===== config.mk =====
export PLATFORM = sky130hd
export DESIGN_NAME = text_writer
export DESIGN_NICKNAME = d
export VERILOG_FILES = /design/src/rtl/text_video_pkg.sv /design/src/rtl/text_cursor.sv /design/src/rtl/text_writer.sv
export SDC_FILE = /design/constraint.sdc
export NUM_CORES = 1
export LEC_CHECK = 0
export CAP_MARGIN = 10
export CORE_UTILIZATION = 35
export CTS_BUF_LIST = sky130_fd_sc_hd__clkbuf_8
export CTS_CLUSTER_DIAMETER = 50
export DETAILED_ROUTE_END_ITERATION = 10
export GPL_TIMING_DRIVEN = 0
export PLACE_DENSITY = 0.57
export SETUP_SLACK_MARGIN = 0.02
export SLEW_MARGIN = 20
export SYNTH_ARGS = -nofsm -noshare
export SYNTH_HDL_FRONTEND = slang
export SYNTH_SLANG_ARGS = --single-unit

===== constraint.sdc =====
create_clock -name CLK -period 2 [get_ports CLK]
set_input_delay 0.4 -clock CLK [delete_from_list [all_inputs] [get_ports CLK]]
set_output_delay 0.4 -clock CLK [all_outputs]
set_load 0.005 [all_outputs]

===== src/rtl/text_video_pkg.sv =====
// Shared constants for the text-mode video path: grid defaults, sweep fill
// values, control codes and the text_writer state encoding.
package text_video_pkg;
    localparam int         TV_COLS         = 80;
    localparam int         TV_ROWS         = 30;
    localparam int         TV_XW           = 7;
    localparam int         TV_YW           = 5;
    localparam logic [7:0] TV_BLANK_CHAR   = 8'h20;
    localparam logic [7:0] TV_DEFAULT_ATTR = 8'h07;

    localparam logic [7:0] CC_BS = 8'h08;
    localparam logic [7:0] CC_LF = 8'h0A;
    localparam logic [7:0] CC_FF = 8'h0C;
    localparam logic [7:0] CC_CR = 8'h0D;

    typedef enum logic [1:0] {
        ST_CLRALL = 2'd0,
        ST_IDLE   = 2'd1,
        ST_CLRROW = 2'd2
    } tw_state_e;
endpackage


===== src/rtl/text_cursor.sv =====
// Text cursor registers: advance, newline, backspace, carriage return and
// home, wrapping at the last column / last row.
module text_cursor
    import text_video_pkg::*;
#(
    parameter int COLS = TV_COLS,
    parameter int ROWS = TV_ROWS,
    parameter int XW   = TV_XW,
    parameter int YW   = TV_YW
) (
    input  logic          clk,
    input  logic          rst_n,
    input  logic          adv_i,
    input  logic          lf_i,
    input  logic          bs_i,
    input  logic          cr_i,
    input  logic          home_i,
    output logic          eol_o,
    output logic [XW-1:0] cur_x_o,
    output logic [YW-1:0] cur_y_o
);
    localparam int            LAST_X_I = COLS - 1;
    localparam int            LAST_Y_I = ROWS - 1;
    localparam int            ONE_I    = 1;
    localparam logic [XW-1:0] LAST_X   = LAST_X_I[XW-1:0];
    localparam logic [YW-1:0] LAST_Y   = LAST_Y_I[YW-1:0];
    localparam logic [XW-1:0] ONE_X    = ONE_I[XW-1:0];
    localparam logic [YW-1:0] ONE_Y    = ONE_I[YW-1:0];

    logic [XW-1:0] x_q, x_d;
    logic [YW-1:0] y_q, y_d;
    logic          nl;

    always_comb begin
        x_d = x_q;
        y_d = y_q;
        // A printable in the last column wraps and behaves like LF.
        nl  = lf_i || (adv_i && (x_q == LAST_X));
        if (home_i) begin
            x_d = '0;
            y_d = '0;
        end else begin
            if (cr_i)
                x_d = '0;
            else if (bs_i && (x_q != '0))
                x_d = x_q - ONE_X;
            else if (adv_i)
                x_d = (x_q == LAST_X) ? '0 : x_q + ONE_X;
            if (nl)
                y_d = (y_q == LAST_Y) ? '0 : y_q + ONE_Y;
        end
    end

    always_ff @(posedge clk or negedge rst_n) begin
        if (!rst_n) begin
            x_q <= '0;
            y_q <= '0;
        end else begin
            x_q <= x_d;
            y_q <= y_d;
        end
    end

    assign eol_o   = (x_q == LAST_X);
    assign cur_x_o = x_q;
    assign cur_y_o = y_q;
endmodule


===== src/rtl/text_writer.sv =====
// Byte stream to character-memory writer with cursor, row-clear and full-clear
// sweeps. Define TEXT_WRITER_CTRL_EN to interpret BS/LF/FF/CR control codes.
module text_writer
    import text_video_pkg::*;
#(
    parameter int         COLS         = TV_COLS,
    parameter int         ROWS         = TV_ROWS,
    parameter int         XW           = TV_XW,
    parameter int         YW           = TV_YW,
    parameter logic [7:0] BLANK_CHAR   = TV_BLANK_CHAR,
    parameter logic [7:0] DEFAULT_ATTR = TV_DEFAULT_ATTR
) (
    input  logic          CLK,
    input  logic          _RST,
    input  logic [7:0]    CHAR_IN,
    input  logic [7:0]    ATTR_IN,
    input  logic          VALID,
    output logic          READY,
    output logic          WE,
    output logic [XW-1:0] WADDR_X,
    output logic [YW-1:0] WADDR_Y,
    output logic [7:0]    WCHAR,
    output logic [7:0]    WATTR,
    output logic [XW-1:0] CUR_X,
    output logic [YW-1:0] CUR_Y
);
    // Sweep counters carry one extra bit so the "one past last" value is
    // representable even when COLS/ROWS equal 2^XW / 2^YW.
    localparam int          LAST_X_I = COLS - 1;
    localparam int          ONE_I    = 1;
    localparam logic [XW:0] SW_LAST_X = LAST_X_I[XW:0];
    localparam logic [XW:0] SW_END_X  = COLS[XW:0];
    localparam logic [YW:0] SW_END_Y  = ROWS[YW:0];
    localparam logic [XW:0] SW_ONE_X  = ONE_I[XW:0];
    localparam logic [YW:0] SW_ONE_Y  = ONE_I[YW:0];

    tw_state_e     state_q, state_d;
    logic          ready_q, ready_d;
    logic          we_q, we_d;
    logic [XW-1:0] waddr_x_q, waddr_x_d;
    logic [YW-1:0] waddr_y_q, waddr_y_d;
    logic [7:0]    wchar_q, wchar_d;
    logic [7:0]    wattr_q, wattr_d;
    logic [XW:0]   cnt_x_q, cnt_x_d;
    logic [YW:0]   cnt_y_q, cnt_y_d;
    logic          print, lf, bs, cr, home, eol;
    logic [XW-1:0] cur_x;
    logic [YW-1:0] cur_y;

    text_cursor #(.COLS(COLS), .ROWS(ROWS), .XW(XW), .YW(YW)) u_cursor (
        .clk     (CLK),
        .rst_n   (_RST),
        .adv_i   (print),
        .lf_i    (lf),
        .bs_i    (bs),
        .cr_i    (cr),
        .home_i  (home),
        .eol_o   (eol),
        .cur_x_o (cur_x),
        .cur_y_o (cur_y)
    );

    always_comb begin
        state_d   = state_q;
        ready_d   = ready_q;
        we_d      = 1'b0;
        waddr_x_d = waddr_x_q;
        waddr_y_d = waddr_y_q;
        wchar_d   = wchar_q;
        wattr_d   = wattr_q;
        cnt_x_d   = cnt_x_q;
        cnt_y_d   = cnt_y_q;
        print     = 1'b0;
        lf        = 1'b0;
        bs        = 1'b0;
        cr        = 1'b0;
        home      = 1'b0;
        case (state_q)
            ST_IDLE: begin
                ready_d = 1'b1;
                if (VALID && ready_q) begin
`ifdef TEXT_WRITER_CTRL_EN
                    case (CHAR_IN)
                        CC_CR:   cr    = 1'b1;
                        CC_BS:   bs    = 1'b1;
                        CC_LF:   lf    = 1'b1;
                        CC_FF:   home  = 1'b1;
                        default: print = 1'b1;
                    endcase
`else
                    print = 1'b1;
`endif
                    if (print) begin
                        we_d      = 1'b1;
                        waddr_x_d = cur_x;
                        waddr_y_d = cur_y;
                        wchar_d   = CHAR_IN;
                        wattr_d   = ATTR_IN;
                    end
                    if (lf || (print && eol)) begin
                        ready_d = 1'b0;
                        state_d = ST_CLRROW;
                        cnt_x_d = '0;
                    end
                    if (home) begin
                        ready_d = 1'b0;
                        state_d = ST_CLRALL;
                        cnt_x_d = '0;
                        cnt_y_d = '0;
                    end
                end
            end
            // The cursor already points at the new row during the row clear.
            ST_CLRROW: begin
                if (cnt_x_q == SW_END_X) begin
                    state_d = ST_IDLE;
                    ready_d = 1'b1;
                end else begin
                    we_d      = 1'b1;
                    waddr_x_d = cnt_x_q[XW-1:0];
                    waddr_y_d = cur_y;
                    wchar_d   = BLANK_CHAR;
                    wattr_d   = DEFAULT_ATTR;
                    cnt_x_d   = cnt_x_q + SW_ONE_X;
                end
            end
            ST_CLRALL: begin
                if (cnt_y_q == SW_END_Y) begin
                    state_d = ST_IDLE;
                    ready_d = 1'b1;
                end else begin
                    we_d      = 1'b1;
                    waddr_x_d = cnt_x_q[XW-1:0];
                    waddr_y_d = cnt_y_q[YW-1:0];
                    wchar_d   = BLANK_CHAR;
                    wattr_d   = DEFAULT_ATTR;
                    if (cnt_x_q == SW_LAST_X) begin
                        cnt_x_d = '0;
                        cnt_y_d = cnt_y_q + SW_ONE_Y;
                    end else begin
                        cnt_x_d = cnt_x_q + SW_ONE_X;
                    end
                end
            end
            default: state_d = ST_CLRALL;
        endcase
    end

    always_ff @(posedge CLK or negedge _RST) begin
        if (!_RST) begin
            state_q   <= ST_CLRALL;
            ready_q   <= 1'b0;
            we_q      <= 1'b0;
            waddr_x_q <= '0;
            waddr_y_q <= '0;
            wchar_q   <= BLANK_CHAR;
            wattr_q   <= DEFAULT_ATTR;
            cnt_x_q   <= '0;
            cnt_y_q   <= '0;
        end else begin
            state_q   <= state_d;
            ready_q   <= ready_d;
            we_q      <= we_d;
            waddr_x_q <= waddr_x_d;
            waddr_y_q <= waddr_y_d;
            wchar_q   <= wchar_d;
            wattr_q   <= wattr_d;
            cnt_x_q   <= cnt_x_d;
            cnt_y_q   <= cnt_y_d;
        end
    end

    assign READY   = ready_q;
    assign WE      = we_q;
    assign WADDR_X = waddr_x_q;
    assign WADDR_Y = waddr_y_q;
    assign WCHAR   = wchar_q;
    assign WATTR   = wattr_q;
    assign CUR_X   = cur_x;
    assign CUR_Y   = cur_y;
endmodule


# Word level (Yosys, flattened, before mapping)
# Index checks and enable logic that the tools add are counted.
[totals]
word_cells = 77
input_bits = 19
rom_bits = 0
regBits = 58
latch_bits = 0
n_memories = 0
ram_bits = 0
[op_classes]
n_addsub = 4
n_lt_le_gt_ge = 0
n_div = 0
reduce_logical = 9
n_shift = 0
bitwise = 1
multipliers = 0
n_mux = 39
eq_ne = 13
[ops]
columns = ["op", "count"]
rows = [
  ["$mux 8", 11],
  ["$pmux 8 s3", 3],
  ["$mux 7", 4],
  ["$pmux 7 s3", 1],
  ["$mux 5", 4],
  ["$eq 8x7->1 const B", 2],
  ["$pmux 5 s3", 1],
  ["$ne 2x2->1 const B", 6],
  ["$add 8x1->8 const B", 1],
  ["$mux 1", 8],
  ["$mux 2", 4],
  ["$reduce_and 4->1", 2],
  ["$add 7x1->7 const B", 1],
  ["$eq 7x7->1 const B", 1],
  ["$add 6x1->6 const B", 1],
  ["$eq 6x5->1 const B", 1],
  ["$pmux 1 s3", 2],
  ["$pmux 2 s3", 1],
  ["$reduce_and 3->1", 2],
  ["$add 5x1->5 const B", 1],
  ["$eq 5x5->1 const B", 1],
  ["$reduce_and 5->1", 1],
  ["$reduce_bool 3->1", 1],
  ["$eq 2x1->1 const B", 1],
  ["other kinds (4)", 5],
]

# Depth between registers and ports, before layout
[depth]
ltp_word = 4
mapped_depth = 7
depth_no_buf = 6

# Modules after synthesis
# A second synthesis with hierarchy kept.
[unflattened]
cells_unflattened = 313
area_unflattened_um2 = 3075.4
[by_module_without_submodules]
columns = ["module", "area_each_um2", "n_inst", "seq_area_each_um2", "cells_per_inst"]
rows = [
  ["text_writer", 2185.8, 1, 1156.1, 217],
  ["text_cursor", 889.6, 1, 300.3, 96],
]

# Worst setup path before layout
# No wires, ideal clock.
[synth_timing]
kind = "flip-flop to flip-flop"
from = "register state_q[1]"
to = "register waddr_x_q[0], in the netlist WADDR_X[0]"
path_slack_ns = 0.162
synth_period_minus_slack_ns = 1.838
setup_time_ns = 0.125
path_buffers = 2
path_stages_with_launch = 7
arrival_ns = 1.713
cell_sequence = "dfrtp_1 -> clkbuf_1 -> nor2_1 -> o21ai_2 -> nand3_2 -> buf_2 -> mux2_2"
[synth_via]
elab_chain_len = 3
word_cells_on_any_way = 9
[synth_rtl]
columns = ["element", "line_no", "source"]
rows = [
  ["start: declaration", "text_writer.sv:37", "tw_state_e state_q, state_d;"],
  ["start signal: assignment", "text_writer.sv:161", "state_q <= state_d;"],
  ["$eq 2x2->1, or another cell as far along", "text_writer.sv:78", "case (state_q)"],
  ["$ne 2x2->1 (no source line) or $reduce_bool 3->1 (tied branches)", "n/a", ""],
  ["$reduce_and 4->1 (no source line)", "n/a", ""],
  ["end signal: assignment", "text_writer.sv:164", "waddr_x_q <= waddr_x_d;"],
  ["end: declaration", "text_writer.sv:40", "logic [XW-1:0] waddr_x_q, waddr_x_d;"],
]
# Several ways; a longest one is shown, not always the timed one.
# A chain may end at the register's enable or synchronous reset.

# Final worst setup path
[layout_timing]
from = "register cnt_x_q[5]"
to = "register cnt_y_q[5]"
[layout_via]
elab_chain_len = 2
[layout_rtl]
columns = ["element", "line_no", "source"]
rows = [
  ["start: declaration", "text_writer.sv:44", "logic [XW:0] cnt_x_q, cnt_x_d;"],
  ["start signal: assignment", "text_writer.sv:168", "cnt_x_q <= cnt_x_d;"],
  ["$eq 8x7->1", "text_writer.sv:137", "if (cnt_x_q == SW_LAST_X) begin"],
  ["$reduce_and 3->1 (no source line)", "n/a", ""],
  ["end signal: assignment", "text_writer.sv:169", "cnt_y_q <= cnt_y_d;"],
  ["end: declaration", "text_writer.sv:45", "logic [YW:0] cnt_y_q, cnt_y_d;"],
]
# No other way between the ends.

==> qor_table.md <==
| Parameter | Value | Unit |
| --- | --- | --- |
| Cell with the largest stage delay on the worst path | or3b_4 | - |
| Fraction of synthesis flops using an asynchronous set or reset pin | 100 | % |
| Netlist Area Pre-Place | 2830 | um2 |
| CP arrival | 2140 | ps |
| Overall power | 2450 | uW |
| Number of distinct library cell variants in the gate-level netlist after synthesis | 44 | - |
| Static leakage power | 0.00166 | uW |
| Maximum fanout encountered on the critical timing path | 7 | - |
| Total number of vias | 2375 | - |
| Detailed-routing iteration count for the pre-antenna-repair pass | 4 | - |
| TritonCTS clock tree | built | - |
| Setup TNS after final layout | 0 | ps |
| Via count of the first global-routing pass | 2249 | - |
| Syn Area/Cell | 9.79 | um2 |
| Clock sink count | 58 | - |
| Max-slew violation total from the final report | 0 | - |
| Top_reg_cell synth | dfrtp_1 | - |
| Skew-Pair Late Insertion Delay | 350 | ps |
| H-tree lvl count | 3 | - |
| Top area cells in the synthesized netlist | dfrtp_1, mux2_2, nand2_1 | - |
| Kind of path behind the tightest hold check | reg -> reg | - |
| Post-synthesis sequential area ratio | 51.5 | % |
| Critical Path, Cell by Cell | or3b_4 > or3_1 > buf_2 > nor4_4 > xor2_1 | - |
| Timing-limited maximum frequency | 535 | MHz |
| Combined area of the multi-input logic cells | 1330 | um2 |
| Count of antenna diodes in the layout | 0 | - |
| Number of CTS-inserted buffers | 9 | - |
| Biggest cell delay along the critical path | 450 | ps |
| Gate family responsible for the most delay along the worst path | simple AND/OR/NAND/NOR gates | - |
| Fill cell total of the finished layout | 749 | - |
| Unrepaired setup endpoints after global routing | true | - |
| Worst slew slack as a fraction of its limit | 68.5 | % |
| Placement-stage worst setup slack | -533 | ps |
| Post-Syn Instances | 289 | - |
| Core outline area | 7770 | um2 |
| EDFF count, synth | 0 | - |
| Placed wire-length estimate after detailed placement | 5120 | um |
| Worst Max-Slew Pin Slew | 472 | ps |
| Chip Width | 91.9 | um |
| Setup crit start kind | register | - |
| Peak ir drop on the vdd network | 0.311 | mV |
| Max-cap violations | 0 | - |
| Area used by sequential logic in the layout | 1460 | um2 |
| Effective utilization at floorplan | 36.4 | % |
| Residual DRC count | 0 | - |
| DRT iter0 DRCs | 90 | - |
| Detail Route Antenna Nets | 0 | - |
| Area share of the largest cell type after synthesis | 47.7 | % |
| Endpoints failing hold | 0 | - |
| Buffer cell driving the clock tree root | clkbuf_8 | - |
| Buffer levels on the longest clock path | 2 | - |
| Io pins | 61 | - |
| Category of the worst setup path capture point | register | - |
| Dominant cell type by area after synthesis | dfrtp_1 | - |
| Shortest period the worst path allows | 1870 | ps |
| Die Outline Area | 8450 | um2 |
| Hold slack final | 460 | ps |
| Antenna violations before repair | 0 | - |
| Clock-pin slew reported for the worst setup and hold paths after clock tree synthesis | 70 | ps |
| Overflow left after global routing | 0 | - |
| Final count of negative-setup-slack endpoints | 0 | - |
| Crit Path Class | reg -> reg | - |
| Count of buffers inserted at the top-level ports | 60 | - |
| Outcome | finished clean | - |
| Maximum number of pins on one net before global-route repair | 34 | - |
| Share of final-layout standard cells stronger than drive strength 1 | 17.8 | % |
| Required time of the critical path | 2270 | ps |
| Via count normalized by instance count | 5.09 | - |
| Synthesized flop and latch total | 58 | - |
| Number of nets in the layout | 386 | - |
| Commonest cells in the netlist | dfrtp_1, nand2_1, o21ai_0 | - |
| Chip height | 91.9 | um |
| Buffers plus inverters on the worst setup path | 1 | - |
| Final weighted congestion in routability-driven placement | 0.854 | - |
| Warnings from Yosys | 0 | - |
| Power density over the cells | 629 | nW/um2 |
| First-pass GRT wire length | 11900 | um |
| Area grow syn2layout | 37.6 | % |
| Setup skew after layout | 12.5 | ps |
| Syn Nets | 315 | - |
| Setup ws final | 130 | ps |
| Rows | 32 | - |
| GRT Overall Usage | 18.4 | % |
| Post-detailed-routing wire length | 7200 | um |
| Detailed-route wire length per cell | 15.4 | um |
| Post-route clock period utilization | 93.5 | % |
-- kinds of logic (layout without fill, tap and decap cells) --
family	Yosys count	in the layout	synth area share, %
flip-flops	58	58	51.5
XOR/XNOR	7	7	2.17
multiplexers	20	20	7.87
adder cells (fa/ha/maj)	7	7	3.09
AO/OA/AOI/OAI	57	57	12.7
AND/OR/NAND/NOR	113	113	19.0
buffers and inverters	27	103	3.71
-- metrics by stage --
| stage | utilization (%) | std cells | area [um2] |
|---|---|---|---|
| 6_report | 50.1 | 467 | 3890 |
| 5_1_grt | 50.1 | 467 | 3890 |
| 4_1_cts | 49.5 | 467 | 3850 |
| 3_5_place_dp | 46.0 | 452 | 3580 |
| 3_3_place_gp | 45.8 | 451 | 3560 |
| 2_1_floorplan | - | 289 | 2830 |
-- final cells by class --
cell class / count / area share [%]
Clock buffer: 10 / 3.53
Sequential cell: 58 / 37.5
Multi-Input combinational cell: 204 / 34.2
Clock inverter: 6 / 2.12
Tap cell: 102 / 3.28
Timing Repair Buffer: 64 / 16.5
Buffer: 12 / 1.77
Inverter: 11 / 1.06
-- registers in the layout, indices dropped and copies added, names as in the netlist --
register          count
READY                 1
WADDR_X               7
WADDR_Y               5
WATTR                 8
WCHAR                 8
WE                    1
cnt_x_q               8
cnt_y_q               6
state_q               2
u_cursor.cur_x_o      7
u_cursor.cur_y_o      5
-- what timing repair did --
item / in CTS / in global routing
setup endpoints to repair: 46 / 42
hold endpoints to repair: 25 / 0
gates resized for setup: 11 / 21
buffers inserted: 0 / 2
hold buffers: 1 / 0
pin swaps: 0 / 3
-- final timing paths --
check,cells after the start,startpoint,to,slack [ps]
min in group asynchronous,2,_RST,WADDR_X[4]$_DFFE_PN0P_,520
setup reg to reg,5,cnt_x_q[5]$_DFFE_PN0P_,cnt_y_q[5]$_DFFE_PN0P_,130
hold reg to reg,1,cnt_y_q[5]$_DFFE_PN0P_,cnt_y_q[5]$_DFFE_PN0P_,460
hold / removal,1,cnt_y_q[5]$_DFFE_PN0P_,cnt_y_q[5]$_DFFE_PN0P_,460
setup / recovery,5,cnt_x_q[5]$_DFFE_PN0P_,cnt_y_q[5]$_DFFE_PN0P_,130
max in group asynchronous,3,_RST,WATTR[1]$_DFFE_PN1P_,920
-- routing by layer --
layer	track usage [%]	up-vias	share of wire (%)
met5	0	-	0
met4	8.20	0	1.4
met1	25.9	1146	47
li1	-	1159	-
met2	27.2	60	47
met3	3.73	10	4.6
-- power by group --
part / leakage [uW] / internal [uW] / switching, uW
logic: 0.000810 / 35.5 / 29.6
registers: 0.000732 / 1170 / 0
clock network: 0.000117 / 728 / 481
total: 0.00166 / 1940 / 510
-- cells in the final DEF, fill, tap and decap left out, types with 3 or more instances in the layout --
master,instances
clkdlybuf4s50_1,59
nand2_1,54
dfrtp_1,51
o21ai_0,26
mux2_2,18
nor2_1,15
nand3_1,14
inv_1,12
clkbuf_8,10
a21oi_1,7
ha_1,7
clkbuf_2,5
a31oi_1,5
dfstp_2,4
xor2_1,4
o31ai_1,4
nand2b_1,3
clkbuf_1,3
nor3_1,3
o22ai_1,3
or3_1,3
xnor2_1,3
and3_1,3
nand4_1,3
dfrtp_2,3
buf_4,3
No activity file was read; power rests on OpenSTA's default activity.
